### src/rtl/sramc_pkg.sv
// Shared constants and FSM encoding for the SRAM data-phase controller.
// The error states exist only when SRAMC_ERR_RESP_EN is defined.
package sramc_pkg;

   localparam logic [2:0] HSIZE_BYTE  = 3'd0;
   localparam logic [2:0] HSIZE_HALF  = 3'd1;
   localparam logic [2:0] HSIZE_WORD  = 3'd2;

   localparam logic [1:0] HRESP_OKAY  = 2'b00;
   localparam logic [1:0] HRESP_ERROR = 2'b01;

`ifdef SRAMC_ERR_RESP_EN
   typedef enum logic [1:0] {ST_IDLE, ST_RD_WAIT, ST_ERR1, ST_ERR2} state_t;
`else
   typedef enum logic {ST_IDLE, ST_RD_WAIT} state_t;
`endif

endpackage

### src/rtl/sramc_lane_dec.sv
// Byte-lane decoder: hsize and addr[1:0] -> active byte lanes plus a flag for
// accesses that are misaligned or use an unsupported hsize (treated as word).
module sramc_lane_dec
   import sramc_pkg::*;
(
   input  logic [2:0] hsize_i,
   input  logic [1:0] addr_lo_i,
   output logic [3:0] lane_mask_o,
   output logic       misalign_o
);

   always_comb begin
      // NOTE: every output gets a default before the case so no path can infer a latch.
      lane_mask_o = 4'b1111;
      misalign_o  = 1'b0;
      case (hsize_i)
         HSIZE_BYTE: lane_mask_o = 4'b0001 << addr_lo_i;
         HSIZE_HALF: begin
            lane_mask_o = addr_lo_i[1] ? 4'b1100 : 4'b0011;
            misalign_o  = addr_lo_i[0];
         end
         HSIZE_WORD: misalign_o = |addr_lo_i;
         default:    misalign_o = 1'b1;
      endcase
   end

endmodule

### src/rtl/sramc_mem_ctrl.sv
// AHB data-phase stage driving NUM_BANKS x 4 byte-wide synchronous SRAMs.
// Define SRAMC_ERR_RESP_EN to answer illegal accesses with a two-cycle ERROR response.
module sramc_mem_ctrl
   import sramc_pkg::*;
#(
   parameter int AHB_ADDR_WIDTH  = 32,
   parameter int AHB_DATA_WIDTH  = 32,
   parameter int SRAM_ADDR_WIDTH = 13,
   parameter int NUM_BANKS       = 2
)(
   input  logic                       hclk,
   input  logic                       hreset_n,
   input  logic                       hsel_reg,
   input  logic                       hwrite_reg,
   input  logic [2:0]                 hsize_reg,
   input  logic [AHB_ADDR_WIDTH-1:0]  haddr_reg,
   input  logic [AHB_DATA_WIDTH-1:0]  hwdata,
   input  logic [NUM_BANKS*32-1:0]    sram_q,
   output logic [AHB_DATA_WIDTH-1:0]  hrdata,
   output logic                       hready_mem,
   output logic [1:0]                 hresp_mem,
   output logic [NUM_BANKS*4-1:0]     sram_cen,
   output logic                       sram_wen,
   output logic [SRAM_ADDR_WIDTH-1:0] sram_addr,
   output logic [31:0]                sram_wdata
);

   localparam int BANK_W    = $clog2(NUM_BANKS);
   localparam int BANK_LSB  = SRAM_ADDR_WIDTH + 2;

   state_t              state_q, state_d;
   logic [BANK_W-1:0]   bank_q, bank_d;
   logic [BANK_W-1:0]   bank;
   logic [3:0]          lane_mask;
   logic                misalign;

   assign bank       = haddr_reg[BANK_LSB +: BANK_W];
   assign sram_addr  = haddr_reg[SRAM_ADDR_WIDTH+1:2];
   assign sram_wdata = hwdata;

   sramc_lane_dec u_lane_dec (
      .hsize_i     (hsize_reg),
      .addr_lo_i   (haddr_reg[1:0]),
      .lane_mask_o (lane_mask),
      .misalign_o  (misalign)
   );

`ifdef SRAMC_ERR_RESP_EN
   localparam int RANGE_LSB = BANK_LSB + BANK_W;
   logic out_of_range;
   logic illegal;

   if (AHB_ADDR_WIDTH > RANGE_LSB) begin : g_range
      assign out_of_range = |haddr_reg[AHB_ADDR_WIDTH-1:RANGE_LSB];
   end else begin : g_no_range
      assign out_of_range = 1'b0;
   end

   assign illegal = misalign | out_of_range;
`else
   // Without error responses the upper address bits wrap and misalignment is ignored.
   logic unused_ok;
   assign unused_ok = &{1'b0, misalign, haddr_reg};
`endif

   always_ff @(posedge hclk or negedge hreset_n) begin
      if (!hreset_n) begin
         state_q <= ST_IDLE;
         bank_q  <= '0;
      end else begin
         // NOTE: state registers use non-blocking assignment so every flop samples pre-edge values.
         state_q <= state_d;
         bank_q  <= bank_d;
      end
   end

   always_comb begin
      state_d    = state_q;
      bank_d     = bank_q;
      sram_cen   = '1;
      sram_wen   = 1'b1;
      hready_mem = 1'b1;
      hresp_mem  = HRESP_OKAY;
      hrdata     = '0;
      unique case (state_q)
         ST_IDLE: begin
            if (hsel_reg) begin
`ifdef SRAMC_ERR_RESP_EN
               if (illegal) begin
                  hready_mem = 1'b0;
                  hresp_mem  = HRESP_ERROR;
                  state_d    = ST_ERR1;
               end else
`endif
               if (hwrite_reg) begin
                  sram_cen[{bank, 2'b00} +: 4] = ~lane_mask;
                  sram_wen                     = 1'b0;
               end else begin
                  // Reads fetch the whole word; the master picks its lanes.
                  sram_cen[{bank, 2'b00} +: 4] = 4'b0000;
                  hready_mem                   = 1'b0;
                  bank_d                       = bank;
                  state_d                      = ST_RD_WAIT;
               end
            end
         end
         ST_RD_WAIT: begin
            hrdata  = sram_q[{bank_q, 5'b00000} +: 32];
            state_d = ST_IDLE;
         end
`ifdef SRAMC_ERR_RESP_EN
         ST_ERR1: begin
            hresp_mem = HRESP_ERROR;
            state_d   = ST_ERR2;
         end
         ST_ERR2: state_d = ST_IDLE;
`endif
      endcase
   end

endmodule

### config.mk
export PLATFORM = sky130hd
export DESIGN_NAME = sramc_mem_ctrl
export DESIGN_NICKNAME = d
export VERILOG_FILES = /design/src/rtl/sramc_pkg.sv /design/src/rtl/sramc_lane_dec.sv /design/src/rtl/sramc_mem_ctrl.sv
export SDC_FILE = /design/constraint.sdc
export NUM_CORES = 1
export LEC_CHECK = 0
export BUFFER_PORTS_ARGS = -buffer_cell sky130_fd_sc_hd__buf_2
export CAP_MARGIN = 20
export CELL_PAD_IN_SITES_DETAIL_PLACEMENT = 2
export CELL_PAD_IN_SITES_GLOBAL_PLACEMENT = 2
export CORE_MARGIN = 2
export CORE_UTILIZATION = 10
export DETAILED_ROUTE_END_ITERATION = 6
export HOLD_SLACK_MARGIN = 0.05
export PLACE_DENSITY_LB_ADDON = 0.1
export SLEW_MARGIN = 30
export SYNTH_ARGS = -nofsm -noshare
export SYNTH_HDL_FRONTEND = slang
export SYNTH_SLANG_ARGS = --single-unit
export TNS_END_PERCENT = 20
### constraint.sdc
create_clock -name hclk -period 2.45 [get_ports hclk]
set_input_delay 0.735 -clock hclk [delete_from_list [all_inputs] [get_ports hclk]]
set_output_delay 0.735 -clock hclk [all_outputs]
set_load 0.03 [all_outputs]
==> results.py, run 1 <==
metrics = {
    "status": {
        "status": "finished, final reports clean",
    },
    "power": {
        "power_uw": 641,
        "p_per_area_nw_per_um2": 409,
        "internal_power_uw": 400,
        "swShare_pct": 37.6,
        "power_frac_seq_pct": 7.7,
        "peakVddDrop_v": 0.000120,
        "p_sw_uw": 241,
        "p_leak_nw": 0.848,
        "clock_power_share_pct": 39.5,
        "share_comb_of_total_power_pct": 52.8,
    },
    "final_layout": {
        "drive_above_1_share_pct": 57.9,
        "n_antenna_cell": 0,
        "final_cell_mix": "buf_2 (115), nor2b_1 (33), mux2i_1 (32)",
        "final_common_cell": "buf_2",
        "fillers": 1393,
        "final_nets": 350,
        "area_growth_pct": 35.8,
    },
    "die": {
        "die_h_um": 111,
        "dieWidth_um": 111,
        "row_count": 39,
        "core_area_sq_um": 11300,
        "start_util_pct": 10.2,
        "die_area_sq_um": 12400,
        "pin_count": 224,
    },
    "global_route": {
        "grt_max_degree": 28,
        "grt.met2_usage_pct": 10.9,
        "grt_pass1_vias": 1383,
        "grt-busiest-layer": "met2",
        "overflow": 0,
        "grtUsageMet3_pct": 2.12,
        "grt_pass1_wl_mm": 7.30,
        "grt_usage_pct": 7.14,
        "antenna_found_initial": 0,
        "met1_usage_pct": 9.11,
    },
    "sta": {
        "period_share_pct": 94.7,
        "rsz0062_at_grt": "false",
        "setup_violations": 0,
        "clock_skew_ps": 3.19,
        "fin_setup_tns_ps": 0,
        "slew_violations": 0,
        "fmax_mhz": 431,
        "fin_crit_ps": 2320,
        "finalHoldViolCount": 0,
    },
    "detailed_routing": {
        "vias": 1224,
        "dr.pass1.iters": 2,
        "drt-vias-per-instance": 3.43,
        "ant_nets": 0,
        "wl_per_cell_um": 12.9,
        "drc": 0,
        "drt-initial-drc-count": 37,
        "routed_wl_mm": 4.61,
    },
    "worst_setup_path": {
        "crit_fanout": 4,
        "max_stage_delay_ps": 260,
        "crit_family": "simple AND/OR/NAND/NOR gates",
        "cp_data_arrival_time_ps": 1590,
        "critPathLaunchType": "input port",
        "critical_path.slowest_cell": "nor3b_2",
        "cp_common_cell": "buf_2",
        "cp_num_buf_inv": 2,
        "worst-setup-path-type": "input port to output pin",
        "reg2regPathDepth": 3,
        "path_cells": "buf_2 > nor3b_2 > o21ai_0 > nand2_1 > buf_2",
        "cp.depth": 5,
        "cp-end-kind": "output pin",
        "critPathRequiredTime_ps": 1710,
    },
    "synth": {
        "netlist_area_sq_um": 1150,
        "ys_warn_count": 0,
        "avgSynthCellArea_sq_um": 7.91,
        "synth.ff_latch_count": 2,
        "syn_inst": 146,
        "ys_seq_area_share_pct": 4.33,
        "synth.distinct_cells": 18,
    },
    "clocking": {
        "cts_tree": "built",
        "cts_resized": 0,
        "h-tree-depth": 1,
        "clock_latency_ps": 220,
        "cts_buffers": 3,
        "ctsLongestPathBuffers": 2,
        "ctsHoldBuffers": 0,
        "clockRootBuffer": "clkbuf_16",
        "path_clk_slew_ps": 30,
        "cts_sinks": 2,
        "post-cts-setup-buffers": 0,
    },
    "placed_design": {
        "globalplace.congestion": 0.673,
        "numPortBuffers": 115,
        "dp_hpwl_mm": 3.93,
    },
    "min_path": {
        "hp-class": "input port to async pin",
    },
    "run": {
        "cap_violations": 0,
    },
}
flip-flops by register name (all words and copies together) (netlist names):
| register | cells |
|---|---|
| state_q | 1 |
| bank_q | 1 |
layout make-up:
type	instances	area, sq um	area share, %
well taps	143	179	11.4
inverters	3	11.3	0.718
repair buffers	117	603	38.5
clock buffers	4	78.8	5.03
flip-flops and latches	2	51.3	3.27
multi-input cells	88	644	41.1
synthesized netlist by cell type:
cell | number | area share (%)
dlymetal6s2s_1 | 2 | 2.2
mux2i_1 | 32 | 28
nor2b_1 | 33 | 18
o21ai_0 | 4 | 1.7
nand2_1 | 10 | 3.3
nand2b_1 | 1 | 0.54
buf_4 | 47 | 31
conb_1 | 1 | 0.32
a22o_1 | 1 | 0.76
nor3b_2 | 1 | 1.1
and2_4 | 1 | 0.76
buf_12 | 3 | 5.2
inv_1 | 3 | 0.98
nor2b_2 | 1 | 0.76
clkbuf_1 | 1 | 0.32
dfrtp_1 | 2 | 4.3
buf_6 | 1 | 0.98
nor2_1 | 2 | 0.65
per-stage QoR:
stage               worst slack [ps]  hold WS (ps)  cell area, sq um  utilization, %  cells
finish                           129           296              1570            13.8    357
global route                    5.78           295              1570            13.8    357
CTS                              100           295              1570            13.8    357
detailed placement               103           527              1490            13.2    353
global placement                 115           524              1490            13.2    353
floorplan                        408           439              1160               -    147
layer usage:
metal	wire [um]	vias up
met5	0	-
met4	184	0
met3	562	26
met2	1860	100
met1	2010	543
li1	-	555
logic make-up after synthesis:
group / share of synthesized area, %
AND/OR/NAND/NOR: 24.9
multiplexers: 27.7
AO/OA/AOI/OAI: 2.49
buffers and inverters: 40.2
flip-flops: 4.33
other: 0.325
power groups by stage:
stage                     sequential (mW)  combinational [mW]  clock (mW)
after floorplan                    0.0390               0.399           0
after global placement             0.0521               0.346           0
after detailed placement           0.0519               0.347           0
after CTS                          0.0516               0.348       0.257
after global routing               0.0519               0.372       0.265
final                              0.0496               0.338       0.253
worst paths after layout:
path                               from     endpoint  slack [ps]
max                        hsize_reg[2]  sram_cen[5]         130
max reg2reg                     state_q       bank_q        1310
min                            hreset_n       bank_q         300
min in group hclk                bank_q       bank_q         700
min reg2reg                      bank_q       bank_q         700
max in group asynchronous      hreset_n       bank_q        2040
No activity file was read; power rests on OpenSTA's default activity.
==> run 2: changes to the inputs <==
- CELL_PAD_IN_SITES_DETAIL_PLACEMENT: 2 -> unset
- CELL_PAD_IN_SITES_GLOBAL_PLACEMENT: 2 -> unset
- CORE_AREA: unset -> 2 2 87 89
- CORE_MARGIN: 2 -> unset
- CORE_UTILIZATION: 10 -> unset
- DIE_AREA: unset -> 0 0 89 91
- PLACE_DENSITY_LB_ADDON: 0.1 -> unset
- clock period: 2.45 -> 2.82 ns (I/O delays scaled with it)
==> results.py, run 2 (same netlist as run 1, synthesis figures left out) <==
metrics = {
    "clocking": {
        "ctsHoldBuffers": 0,
        "h-tree-depth": 1,
        "cts_resized": 0,
        "post-cts-setup-buffers": 0,
        "cts_tree": "built",
        "path_clk_slew_ps": 30,
        "cts_buffers": 3,
        "clockRootBuffer": "clkbuf_8",
        "ctsLongestPathBuffers": 2,
        "cts_sinks": 2,
        "clock_latency_ps": 210,
    },
    "worst_setup_path": {
        "cp-end-kind": "output pin",
        "path_cells": "buf_2 > nor3b_2 > o21ai_0 > nand2_1 > buf_2",
        "startpoint": "hwrite_reg",
        "reg2reg_from": "state_q",
        "critPathLaunchType": "input port",
        "critPathRequiredTime_ps": 1970,
        "max_stage_delay_ps": 230,
        "critical_path.slowest_cell": "nor3b_2",
        "crit_fanout": 4,
        "worst-setup-path-type": "input port to output pin",
        "cp_common_cell": "buf_2",
        "cp_data_arrival_time_ps": 1640,
    },
    "die": {
        "pin_count": 224,
        "die_area_sq_um": 8100,
        "start_util_pct": 16.2,
        "core_area_sq_um": 7140,
        "row_count": 31,
        "dieWidth_um": 89,
        "die_h_um": 91,
    },
    "sta": {
        "finalHoldViolCount": 0,
        "slew_violations": 0,
        "clock_skew_ps": 5.54,
        "period_share_pct": 88.2,
        "fmax_mhz": 402,
        "setup_violations": 0,
        "fin_crit_ps": 2490,
        "fin_setup_tns_ps": 0,
        "rsz0062_at_grt": "false",
    },
    "power": {
        "p_leak_nw": 0.833,
        "p_per_area_nw_per_um2": 304,
        "peakVddDrop_v": 0.0000823,
    },
    "placed_design": {
        "globalplace.congestion": 0.704,
        "numPortBuffers": 115,
        "dp_hpwl_mm": 3.32,
        "place_area_sq_um": 1430,
        "placedCellCount": 309,
    },
    "global_route": {
        "grt_pass1_vias": 1010,
        "grt_usage_pct": 7.74,
        "overflow": 0,
        "antenna_found_initial": 0,
        "grt_max_degree": 33,
        "grt_pass1_wl_mm": 4.83,
    },
    "final_layout": {
        "final_common_cell": "buf_2",
        "final_cell_mix": "buf_2 (115), nor2b_1 (33), mux2i_1 (32)",
        "area_growth_pct": 28.1,
        "reg.largest.list": "bank_q (1), state_q (1)",
        "regArea_sq_um": 51.3,
        "final_nets": 350,
        "n_antenna_cell": 0,
        "finalNonFillerCells": 313,
        "fillers": 822,
        "multi_input_area_sq_um": 644,
        "design_area_sq_um": 1480,
        "drive_above_1_share_pct": 57.9,
    },
    "min_path": {
        "hp-class": "input port to async pin",
    },
    "run": {
        "cap_violations": 0,
    },
    "detailed_routing": {
        "vias": 1165,
        "routed_wl_mm": 3.87,
        "drt-initial-drc-count": 5,
        "drc": 0,
        "drt-vias-per-instance": 3.72,
        "dr.pass1.iters": 3,
        "ant_nets": 0,
        "wl_per_cell_um": 12.4,
    },
    "status": {
        "status": "finished, final reports clean",
    },
}
[run 2: report_power, final]
group / switching [mW] / total [mW] / internal (mW)
sequential: 0.0161 / 0.0482 / 0.0321
combinational: 0.153 / 0.283 / 0.129
clock: 0.0227 / 0.119 / 0.0959
total: 0.192 / 0.450 / 0.257
[run 2: layout make-up]
type	count	area share (%)
clock buffers	4	3.05
well taps	99	8.38
inverters	3	0.761
repair buffers	117	40.8
multi-input cells	88	43.6
flip-flops and latches	2	3.47
[run 2: per-layer routing]
layer | GRT usage (%) | wire length (um)
met3 | 3.09 | 710
met1 | 5.83 | 1150
met4 | 4.35 | 177
met5 | 0 | 0
met2 | 15.5 | 1840
[run 2: worst max-delay path: cells and delay by family]
family                 cells  cell delay (ps)
buffers and inverters      2              310
AND/OR/NAND/NOR            2              330
AO/OA/AOI/OAI              1              150
[run 2: stage by stage]
stage	utilization, %	hold slack [ps]	setup slack (ps)	power [mW]
after floorplan	-	550	556	0.381
after detailed placement	20.1	620	311	0.336
final	20.7	416	331	0.450
after CTS	20.7	413	308	0.458
after global routing	20.7	414	192	0.483
after global placement	20.1	600	352	0.329
[run 2: path summary, 6_finish.rpt]
path                                to  slack, ps  cells after the start
max in group asynchronous       bank_q       2300                      1
setup reg to reg                bank_q       1860                      3
hold reg to reg                state_q        630                      3
hold / removal                  bank_q        420                      1
min in group hclk              state_q        630                      3
setup / recovery           sram_cen[3]        330                      5
==> run 3: changes to the inputs <==
- CORE_AREA: 2 2 87 89 -> 2 2 88 90
- DIE_AREA: 0 0 89 91 -> 0 0 90 92
- TNS_END_PERCENT: 20 -> unset
- clock period: 2.82 -> 2.6 ns (I/O delays scaled with it)
==> results.py, run 3 (same netlist as run 1, synthesis figures left out) <==
metrics = {
    "status": {
        "status": "finished, final reports clean",
    },
    "final_layout": {
        "area_growth_pct": 28.4,
        "final_cell_mix": "buf_2 (115), nor2b_1 (33), mux2i_1 (32)",
        "n_antenna_cell": 0,
        "finalNonFillerCells": 316,
        "drive_above_1_share_pct": 57.9,
        "post-route-util_pct": 19.9,
        "fillers": 836,
        "final_common_cell": "buf_2",
        "final_nets": 350,
        "reg.largest.list": "bank_q (1), state_q (1)",
    },
    "clocking": {
        "ctsLongestPathBuffers": 2,
        "clockRootBuffer": "clkbuf_8",
        "clock_latency_ps": 210,
        "cts_resized": 0,
        "cts_sinks": 2,
        "h-tree-depth": 1,
        "cts_tree": "built",
        "ctsHoldBuffers": 0,
        "path_clk_slew_ps": 30,
        "post-cts-setup-buffers": 0,
        "cts_buffers": 3,
    },
    "global_route": {
        "grt_max_degree": 34,
        "grt_pass1_vias": 1094,
        "grt_pass1_wl_mm": 5.32,
        "grt_usage_pct": 8.02,
        "overflow": 0,
        "antenna_found_initial": 0,
    },
    "die": {
        "start_util_pct": 15.5,
        "row_count": 32,
        "die_h_um": 92,
        "pin_count": 224,
        "dieWidth_um": 90,
        "core_area_sq_um": 7450,
        "die_area_sq_um": 8280,
    },
    "sta": {
        "rsz0062_at_grt": "false",
        "fmax_mhz": 427,
        "setup_ws_ps": 257,
        "finalHoldViolCount": 0,
        "fin_setup_tns_ps": 0,
        "period_share_pct": 90.1,
        "fin_crit_ps": 2340,
        "setup_violations": 0,
        "slew_violations": 0,
        "clock_skew_ps": 4.19,
    },
    "worst_setup_path": {
        "path_cells": "buf_2 > nor3b_2 > o21ai_0 > nand2_1 > buf_2",
        "reg2reg_slack_ps": 1620,
        "cp_common_cell": "buf_2",
        "critical_path.slowest_cell": "nor3b_2",
        "crit_fanout": 4,
        "critPathRequiredTime_ps": 1820,
        "reg2reg_from": "state_q",
        "worst-setup-path-type": "input port to output pin",
        "critPathLaunchType": "input port",
        "cp-end-kind": "output pin",
        "reg2regPathDepth": 3,
        "cp_data_arrival_time_ps": 1560,
        "max_stage_delay_ps": 230,
        "r2r-end": "bank_q",
    },
    "power": {
        "p_leak_nw": 0.833,
        "peakVddDrop_v": 0.000124,
        "p_per_area_nw_per_um2": 329,
        "power_uw": 488,
    },
    "detailed_routing": {
        "drc": 0,
        "ant_nets": 0,
        "vias": 1151,
        "drt-initial-drc-count": 5,
        "dr.pass1.iters": 3,
        "routed_wl_mm": 3.62,
        "wl_per_cell_um": 11.4,
        "drt-vias-per-instance": 3.64,
    },
    "placed_design": {
        "globalplace.congestion": 0.679,
        "dp_hpwl_mm": 3.12,
        "numPortBuffers": 115,
        "placedCellCount": 312,
        "dp_slack_ps": 259,
    },
    "min_path": {
        "hp-class": "input port to async pin",
    },
    "run": {
        "cap_violations": 0,
    },
}
-- run 3: stage by stage --
step / hold WS (ps) / cell area (sq um)
floorplan: 484 / 1160
global placement: 567 / 1440
finish: 346 / 1480
detailed placement: 569 / 1440
CTS: 343 / 1480
global route: 344 / 1480
-- run 3: final cells by class --
class / instances / area (sq um) / share of cell area (%)
well taps: 102 / 128 / 8.61
inverters: 3 / 11.3 / 0.759
multi-input cells: 88 / 644 / 43.5
flip-flops and latches: 2 / 51.3 / 3.46
repair buffers: 117 / 603 / 40.7
clock buffers: 4 / 45.0 / 3.04
-- run 3: metal layers --
metal | share of wire (%) | track usage, %
met2 | 47 | 14.0
met5 | 0 | 0
met4 | 3.6 | 4.62
met1 | 32 | 7.25
met3 | 17 | 4.60
-- run 3: worst max path at each step --
stage	slack, ps	endpoint	from	cells past startpoint
6_report	260	sram_cen[3]	hsize_reg[2]	5
5_1_grt	120	sram_cen[7]	hsize_reg[2]	5
4_1_cts	260	sram_cen[6]	hsize_reg[2]	5
3_5_place_dp	260	sram_cen[6]	hsize_reg[2]	5
3_3_place_gp	270	sram_cen[6]	hsize_reg[2]	5
2_1_floorplan	470	sram_cen[4]	hsize_reg[2]	3
-- run 3: where the power goes --
part	total [mW]	internal, mW	switching (mW)
logic	0.320	0.141	0.179
clock network	0.130	0.104	0.0264
registers	0.0378	0.0350	0.00274
-- run 3: worst max-delay path, delay by kind of cell --
| kind | cells | cell delay (ps) |
|---|---|---|
| AOI/OAI and AO/OA | 1 | 160 |
| and+or+nand+nor | 2 | 320 |
| buffers and inverters | 2 | 300 |
